--- config.mk ---
export PLATFORM = sky130hd
export DESIGN_NAME = cache_axi_bridge
export DESIGN_NICKNAME = d
export VERILOG_FILES = /design/src/rtl/cache_axi_bridge.sv
export SDC_FILE = /design/constraint.sdc
export NUM_CORES = 1
export LEC_CHECK = 0
export CORE_AREA = 2 2 169 171
export CTS_BUF_LIST = sky130_fd_sc_hd__clkbuf_16
export CTS_CLUSTER_DIAMETER = 100
export DETAILED_ROUTE_END_ITERATION = 10
export DIE_AREA = 0 0 171 173
export PLACE_DENSITY = 0.69
export SETUP_SLACK_MARGIN = 0.15
export SLEW_MARGIN = 30
export SYNTH_ARGS = -nofsm -noshare
export SYNTH_HDL_FRONTEND = slang
export SYNTH_SLANG_ARGS = --single-unit
--- constraint.sdc ---
create_clock -name clk -period 5.1 [get_ports clk]
set_clock_uncertainty 0.2 [all_clocks]
set_input_delay 1.02 -clock clk [delete_from_list [all_inputs] [get_ports clk]]
set_output_delay 1.02 -clock clk [all_outputs]
set_load 0.005 [all_outputs]
--- src/rtl/cache_axi_bridge.sv ---
// Bridges ICache/DCache line refills and DCache writebacks onto one AXI4 master port.
// Independent read and write FSMs; a DCache read waits on a pending writeback to the same line.
//
//   state  | meaning
//   R_IDLE | arbitrate DCache (priority) / ICache refill requests
//   R_AR   | AR channel valid, waiting for arready
//   R_DATA | forwarding R beats to the owning cache until rlast
//   W_IDLE | waiting for a writeback request
//   W_AW   | AW channel valid, waiting for awready
//   W_DATA | streaming the buffered line on W, one word per wready
//   W_RESP | waiting for the B response
module cache_axi_bridge #(
  parameter int LINE_WORDS = 4,
  parameter int ADDR_W     = 32,
  parameter int OFFS_W     = 4
) (
  input  logic                    clk,
  input  logic                    rstn,
  input  logic                    i_rreq,
  input  logic [ADDR_W-1:0]       i_raddr,
  output logic                    i_rgnt,
  output logic                    i_rvalid,
  output logic                    i_rlast,
  input  logic                    d_rreq,
  input  logic [ADDR_W-1:0]       d_raddr,
  output logic                    d_rgnt,
  output logic                    d_rvalid,
  output logic                    d_rlast,
  output logic [31:0]             rdata_o,
  input  logic                    d_wreq,
  input  logic [ADDR_W-1:0]       d_waddr,
  input  logic [32*LINE_WORDS-1:0] d_wline,
  output logic                    d_wgnt,
  output logic                    d_wdone,
  output logic [ADDR_W-1:0]       araddr,
  output logic [7:0]              arlen,
  output logic [3:0]              arid,
  output logic                    arvalid,
  input  logic                    arready,
  input  logic [31:0]             rdata,
  input  logic [3:0]              rid,
  input  logic                    rlast,
  input  logic                    rvalid,
  output logic                    rready,
  output logic [ADDR_W-1:0]       awaddr,
  output logic [7:0]              awlen,
  output logic                    awvalid,
  input  logic                    awready,
  output logic [31:0]             wdata,
  output logic                    wlast,
  output logic                    wvalid,
  input  logic                    wready,
  input  logic                    bvalid,
  output logic                    bready
);

  localparam int CNT_W = (LINE_WORDS > 1) ? $clog2(LINE_WORDS) : 1;
  localparam logic [CNT_W-1:0] LAST_IDX = CNT_W'(LINE_WORDS - 1);
  localparam logic [7:0] BLEN = 8'(LINE_WORDS - 1);
  localparam logic [ADDR_W-1:0] LINE_MASK = ~((ADDR_W'(1) << OFFS_W) - ADDR_W'(1));

  typedef enum logic [1:0] {R_IDLE, R_AR, R_DATA} rstate_t;
  typedef enum logic [1:0] {W_IDLE, W_AW, W_DATA, W_RESP} wstate_t;

  rstate_t rstate, rnext;
  wstate_t wstate, wnext;

  logic [ADDR_W-1:0] raddr_q, waddr_q;
  logic [ADDR_W-1:0] d_rline, i_rline, d_wline_addr;
  logic              rown_d;
  logic              wpend;
  logic [31:0]       wbuf [LINE_WORDS];
  logic [CNT_W-1:0]  wcnt;
  logic              d_sel, i_sel, w_take, blocked, rbeat;
  logic              rid_unused;

  assign rid_unused   = ^rid;
  assign d_rline      = d_raddr & LINE_MASK;
  assign i_rline      = i_raddr & LINE_MASK;
  assign d_wline_addr = d_waddr & LINE_MASK;

  // Also block a same-line read racing a writeback that is being accepted this cycle.
  assign blocked = (wpend && (d_rline == waddr_q)) ||
                   ((wstate == W_IDLE) && d_wreq && (d_rline == d_wline_addr));

  // ---------------- read FSM ----------------
  always_ff @(posedge clk or negedge rstn) begin
    if (!rstn) rstate <= R_IDLE;
    else       rstate <= rnext;
  end

  always_comb begin
    rnext = rstate;
    d_sel = 1'b0;
    i_sel = 1'b0;
    case (rstate)
      R_IDLE: begin
        if (d_rreq && !blocked) begin
          d_sel = 1'b1;
          rnext = R_AR;
        end else if (i_rreq) begin
          i_sel = 1'b1;
          rnext = R_AR;
        end
      end
      R_AR:    if (arready) rnext = R_DATA;
      R_DATA:  if (rvalid && rlast) rnext = R_IDLE;
      default: rnext = R_IDLE;
    endcase
  end

  always_ff @(posedge clk or negedge rstn) begin
    if (!rstn) begin
      raddr_q <= '0;
      rown_d  <= 1'b0;
      d_rgnt  <= 1'b0;
      i_rgnt  <= 1'b0;
    end else begin
      d_rgnt <= d_sel;
      i_rgnt <= i_sel;
      if (d_sel) begin
        raddr_q <= d_rline;
        rown_d  <= 1'b1;
      end else if (i_sel) begin
        raddr_q <= i_rline;
        rown_d  <= 1'b0;
      end
    end
  end

  assign arvalid  = (rstate == R_AR);
  assign araddr   = raddr_q;
  assign arlen    = arvalid ? BLEN : 8'd0;
  assign arid     = arvalid ? {3'b000, rown_d} : 4'd0;
  assign rready   = (rstate == R_DATA);
  assign rbeat    = rready && rvalid;
  assign d_rvalid = rbeat && rown_d;
  assign i_rvalid = rbeat && !rown_d;
  assign d_rlast  = d_rvalid && rlast;
  assign i_rlast  = i_rvalid && rlast;
  assign rdata_o  = rbeat ? rdata : 32'd0;

  // ---------------- write FSM ----------------
  always_ff @(posedge clk or negedge rstn) begin
    if (!rstn) wstate <= W_IDLE;
    else       wstate <= wnext;
  end

  always_comb begin
    wnext  = wstate;
    w_take = 1'b0;
    case (wstate)
      W_IDLE: begin
        if (d_wreq) begin
          w_take = 1'b1;
          wnext  = W_AW;
        end
      end
      W_AW:    if (awready) wnext = W_DATA;
      W_DATA:  if (wready && (wcnt == LAST_IDX)) wnext = W_RESP;
      W_RESP:  if (bvalid) wnext = W_IDLE;
      default: wnext = W_IDLE;
    endcase
  end

  always_ff @(posedge clk or negedge rstn) begin
    if (!rstn) begin
      waddr_q <= '0;
      wpend   <= 1'b0;
      d_wgnt  <= 1'b0;
      wcnt    <= '0;
      for (int i = 0; i < LINE_WORDS; i++) wbuf[i] <= 32'd0;
    end else begin
      d_wgnt <= w_take;
      if (w_take) begin
        waddr_q <= d_wline_addr;
        wpend   <= 1'b1;
        for (int i = 0; i < LINE_WORDS; i++) wbuf[i] <= d_wline[32*i +: 32];
      end
      if (wstate == W_AW)
        wcnt <= '0;
      else if ((wstate == W_DATA) && wready)
        wcnt <= wcnt + CNT_W'(1);
      if ((wstate == W_RESP) && bvalid)
        wpend <= 1'b0;
    end
  end

  assign awvalid = (wstate == W_AW);
  assign awaddr  = waddr_q;
  assign awlen   = awvalid ? BLEN : 8'd0;
  assign wvalid  = (wstate == W_DATA);
  assign wdata   = wvalid ? wbuf[wcnt] : 32'd0;
  assign wlast   = wvalid && (wcnt == LAST_IDX);
  assign bready  = (wstate == W_RESP);
  assign d_wdone = bready && bvalid;

endmodule
# Yosys cells after proc, flatten, opt, wreduce, memory -nomap -nowiden
# Index checks and enable logic that the tools add are counted.
# W data, S select, Z words.
# op_classes
add_sub_neg,1
magnitude_cmp,1
eq_ne,15
n_mux,33
n_bitwise,1
reduce_logical,24
# op_table
op,count
$mux W32,6
$bmux W32 S2,1
$eq A28 B28 Y1,2
$mux W2,12
$logic_and A1 B1 Y1,14
$mux W1,12
$eq A2 B2 Y1 const B,4
$ne A2 B1 Y1 const B,4
$pmux W2 S4,1
$pmux W2 S3,1
$reduce_bool A2 Y1,3
$eq A2 B1 Y1 const B,2
$logic_not A2 Y1,2
$ne A2 B2 Y1 const B,2
$reduce_and A4 Y1,1
$ge A3 B3 Y1 const B,1
$ne A3 B3 Y1 const B,1
$not A2 Y3,1
$reduce_and A3 Y1,1
$add A2 B1 Y2 const B,1
$logic_not A1 Y1,2
$logic_or A1 B1 Y1,1
# totals
register_bits,199
input_bits,271

# Longest topological paths before layout
# logic_depth
ltp_word,10
depth_mapped,9
mapped_depth_nobuf,8

# Worst setup path after synthesis
# Ideal clock, no wire load.
# synth_timing
kind,input to register
start,input port d_raddr[9]
end,register raddr_q[10] (netlist: araddr[10])
arrival_time_ns,2.556
setup_slack_ns,2.219
stages,7
path_buffers,1
cell_sequence,xor2_1 nor4_1 nand4_1 o41a_1 nand3_2 buf_8 mux2_2
# synth_between
elab_chain_len,8
elab_cells_between_ends,13
# synth_rtl
element,line_no,source
from (decl),25,"input logic [ADDR_W-1:0] d_raddr,"
$eq A28 B28 Y1 (on tied branches),"83, 84",
$logic_and A1 B1 Y1 (on tied branches),"83, 84",
$logic_or A1 B1 Y1 (*),83,assign blocked = (wpend && (d_rline == waddr_q)) ||
$logic_not A1 Y1 (*),98,if (d_rreq && !blocked) begin
$logic_and A1 B1 Y1 (*),98,
$mux W1,98,
$mux W1,96,case (rstate)
$mux W32 or $reduce_bool A2 Y1 (tied branches),-,
to (signal assigned),122,raddr_q <= d_rline;
to (signal assigned),125,raddr_q <= i_rline;
to (decl),68,"logic [ADDR_W-1:0] raddr_q, waddr_q;"
# Every way passes the cells marked *; elsewhere a longest branch is shown, timed or not.
# A chain may end at the register's enable or synchronous reset.

# Final worst setup path
# layout_timing
start,input port rvalid
end,output port rdata_o[21]
# layout_between
elab_chain_len,2
# layout_rtl
element,line_no,source
from (decl),43,"input logic rvalid,"
$logic_and A1 B1 Y1,136,assign rbeat = rready && rvalid;
$mux W32,141,assign rdata_o = rbeat ? rdata : 32'd0;
to (decl),29,"output logic [31:0] rdata_o,"
# No other way between the ends.

==> impl_metrics.json <==
{
  "critPathKind": "input pin to output pin",
  "drv_slew": 0,
  "p_leak_nw": 5.929,
  "clock.fmax_mhz": 252.2,
  "nNetsFinal": 1357,
  "placed_area_um2": 13990,
  "arrival_ns": 2.74,
  "root_buffer": "clkbuf_16",
  "total_power_mw": 7.647,
  "design.core.area_um2": 27630,
  "p_int_mw": 5.273,
  "clkLatencyLatePin_ns": 0.43,
  "endpoint_kind": "output pin",
  "seqPwrFrac_pct": 37.0,
  "synthCells": 699,
  "layout_commonest_cell": "clkdlybuf4s50_1",
  "grt_pass1_wl_um": 45130,
  "clockBufferDepth": 2,
  "synth.ff_latch_count": 195,
  "p_comb_share_pct": 44.8,
  "yosysWarnings": 0,
  "cts_sinks": 195,
  "clk_pin_slew_ns": 0.07,
  "mostFrequentLayoutCells": "392 x clkdlybuf4s50_1, 204 x mux2_2, 193 x dfrtp_1",
  "syn_avg_cell_area_um2": 13.94,
  "regArea_um2": 4882,
  "synth_seq_area_share_pct": 50.08,
  "vdd_drop_max_mv": 0.2463,
  "cts_tree": "yes",
  "dieHeight_um": 173,
  "via_per_inst": 4.758,
  "cts_max_level": 4,
  "routed_wl_um": 29770,
  "dp_hpwl_um": 22620,
  "die_w_um": 171,
  "final_util_pct": 52.87,
  "worstPathRequired_ns": 3.88,
  "swShare_pct": 31.04,
  "multi_input_area_um2": 4534,
  "max_cap_viol_count": 0,
  "syn_to_final_growth_pct": 49.90,
  "power_density_nw_per_um2": 523.5,
  "portBuffers": 393,
  "synth_cell_type_count": 30,
  "first_pass_iters": 5,
  "crit_fanout": 27,
  "worst_pin_slew_ns": 0.8526,
  "reg2reg_slack_ns": 2.18,
  "numCtsBuffers": 17,
  "grt_pass1_vias": 7562,
  "drc": 0,
  "ant_nets": 0,
  "whs_ns": 0.3077,
  "post-route-min-period_ns": 3.965,
  "gr-total-overflow": 0,
  "ctsHoldBuffers": 0,
  "gp_congestion": 0.7841,
  "nFillCells": 2423,
  "io-pin-count": 433,
  "vias": 7004,
  "p_sw_mw": 2.373,
  "rsz0062_at_grt": "no",
  "start_util_pct": 35.27,
  "drtIter0Drc": 260,
  "max-slew-margin-rel_pct": 43.16,
  "final_design_area_no_fill_um2": 14610,
  "rows": 61,
  "cp-start-kind": "input pin",
  "drive_above_1_share_pct": 27.08,
  "p_clk_share_pct": 18.2,
  "dieArea_um2": 29580,
  "fin_setup_tns_ns": 0,
  "wl_per_cell_um": 20.22,
  "min_period_over_period_pct": 77.74,
  "hold_violations": 0,
  "min_path_type": "flip-flop to flip-flop",
  "post_cts_resized": 0,
  "postCtsSetupBuffers": 0,
  "synth.cell_area_um2": 9744,
  "status": "completed",
  "finalSetupViolCount": 0,
  "antenna_found_initial": 1,
  "grt_max_degree": 104,
  "grt_usage_pct": 20.19
}
-- per-stage QoR --
step	setup WS, ns	std cells
floorplan	2.219	721
global placement	0.8105	1439
detailed placement	0.8288	1439
CTS	1.027	1471
global route	1.078	1471
finish	1.135	1472
-- final cells by class --
class	count	share of cell area [%]
flip-flops and latches	195	33.42
well taps	378	3.238
clock buffers	17	2.912
clock inverters	15	1.251
repair buffers	408	27.90
diodes	1	0.01713
inverters	7	0.2142
multi-input cells	451	31.04
-- cells by family (layout without fill, tap and decap cells) --
family	Yosys count	count (layout)	synth area share, %
adder cells (fa/ha/maj)	6	6	0.7704
AND/OR/NAND/NOR	111	111	6.767
multiplexers	244	244	32.20
AO/OA/AOI/OAI	10	10	0.7062
XOR/XNOR	57	57	5.123
other	1	24	0.03848
buffers and inverters	75	447	4.314
flip-flops	195	195	50.08
-- power groups by stage --
stage                     sequential [mW]  combinational (mW)  clock (mW)
after global routing                 2.93                3.71        1.49
after CTS                            2.84                3.49        1.43
after global placement               2.83                3.42           0
after detailed placement             2.86                3.47           0
final                                2.83                3.43        1.39
after floorplan                      2.71                2.05           0
-- flip-flops by register name, indices dropped and copies added, names as in the netlist --
signal and flops:
i_rgnt 1, awaddr 28, wcnt 2, d_wgnt 1, wstate 2, rown_d 1, rstate 2, araddr 28
wbuf 128, d_rgnt 1, wpend 1
-- final timing paths --
| kind | startpoint | to | cells after the start |
|---|---|---|---|
| max | rvalid | rdata_o[21] | 4 |
| min | wbuf[14] | wbuf[14] | 1 |
| max reg2reg | wstate[0] | araddr[6] | 10 |
| max in group asynchronous | rstn | rstate[1] | 2 |
| min reg2reg | wbuf[14] | wbuf[14] | 1 |
| min in group asynchronous | rstn | wbuf[18] | 1 |
-- critical path, stage by stage --
cell             delay, ns
clkdlybuf4s50_1       0.69
buf_4                 0.31
and3_1                0.22
clkdlybuf4s50_1       0.51
-- Yosys cell counts (all sizes together) --
cell | number | share of area, %
mux2 | 212 | 25
dfrtp | 195 | 50
and2 | 38 | 2.4
and3 | 36 | 2.3
buf | 34 | 2.7
clkbuf | 34 | 1.3
mux4 | 32 | 7.4
xor2 | 29 | 2.6
xnor2 | 28 | 2.5
nand2 | 9 | 0.35
nand4 | 9 | 0.58
nor4 | 8 | 0.51
inv | 7 | 0.27
ha | 6 | 0.77
nor2 | 6 | 0.23
a21oi | 3 | 0.15
o21ai | 3 | 0.15
nand3 | 2 | 0.15
nor2b | 2 | 0.13
a221oi | 1 | 0.090
conb | 1 | 0.038
nand2b | 1 | 0.064
o221ai | 1 | 0.090
o32a | 1 | 0.10
o41a | 1 | 0.12
-- layer usage --
| layer | GRT usage, % | part of all wire (%) | up-vias | wire length [um] |
|---|---|---|---|---|
| met2 | 34.16 | 49 | 276 | 14590 |
| li1 | - | - | 3200 | - |
| met4 | 4.767 | 1.5 | 0 | 444 |
| met1 | 24.27 | 40 | 3503 | 11840 |
| met5 | 0 | 0 | - | 0 |
| met3 | 7.622 | 9.7 | 25 | 2897 |
No activity file was read; power rests on OpenSTA's default activity.
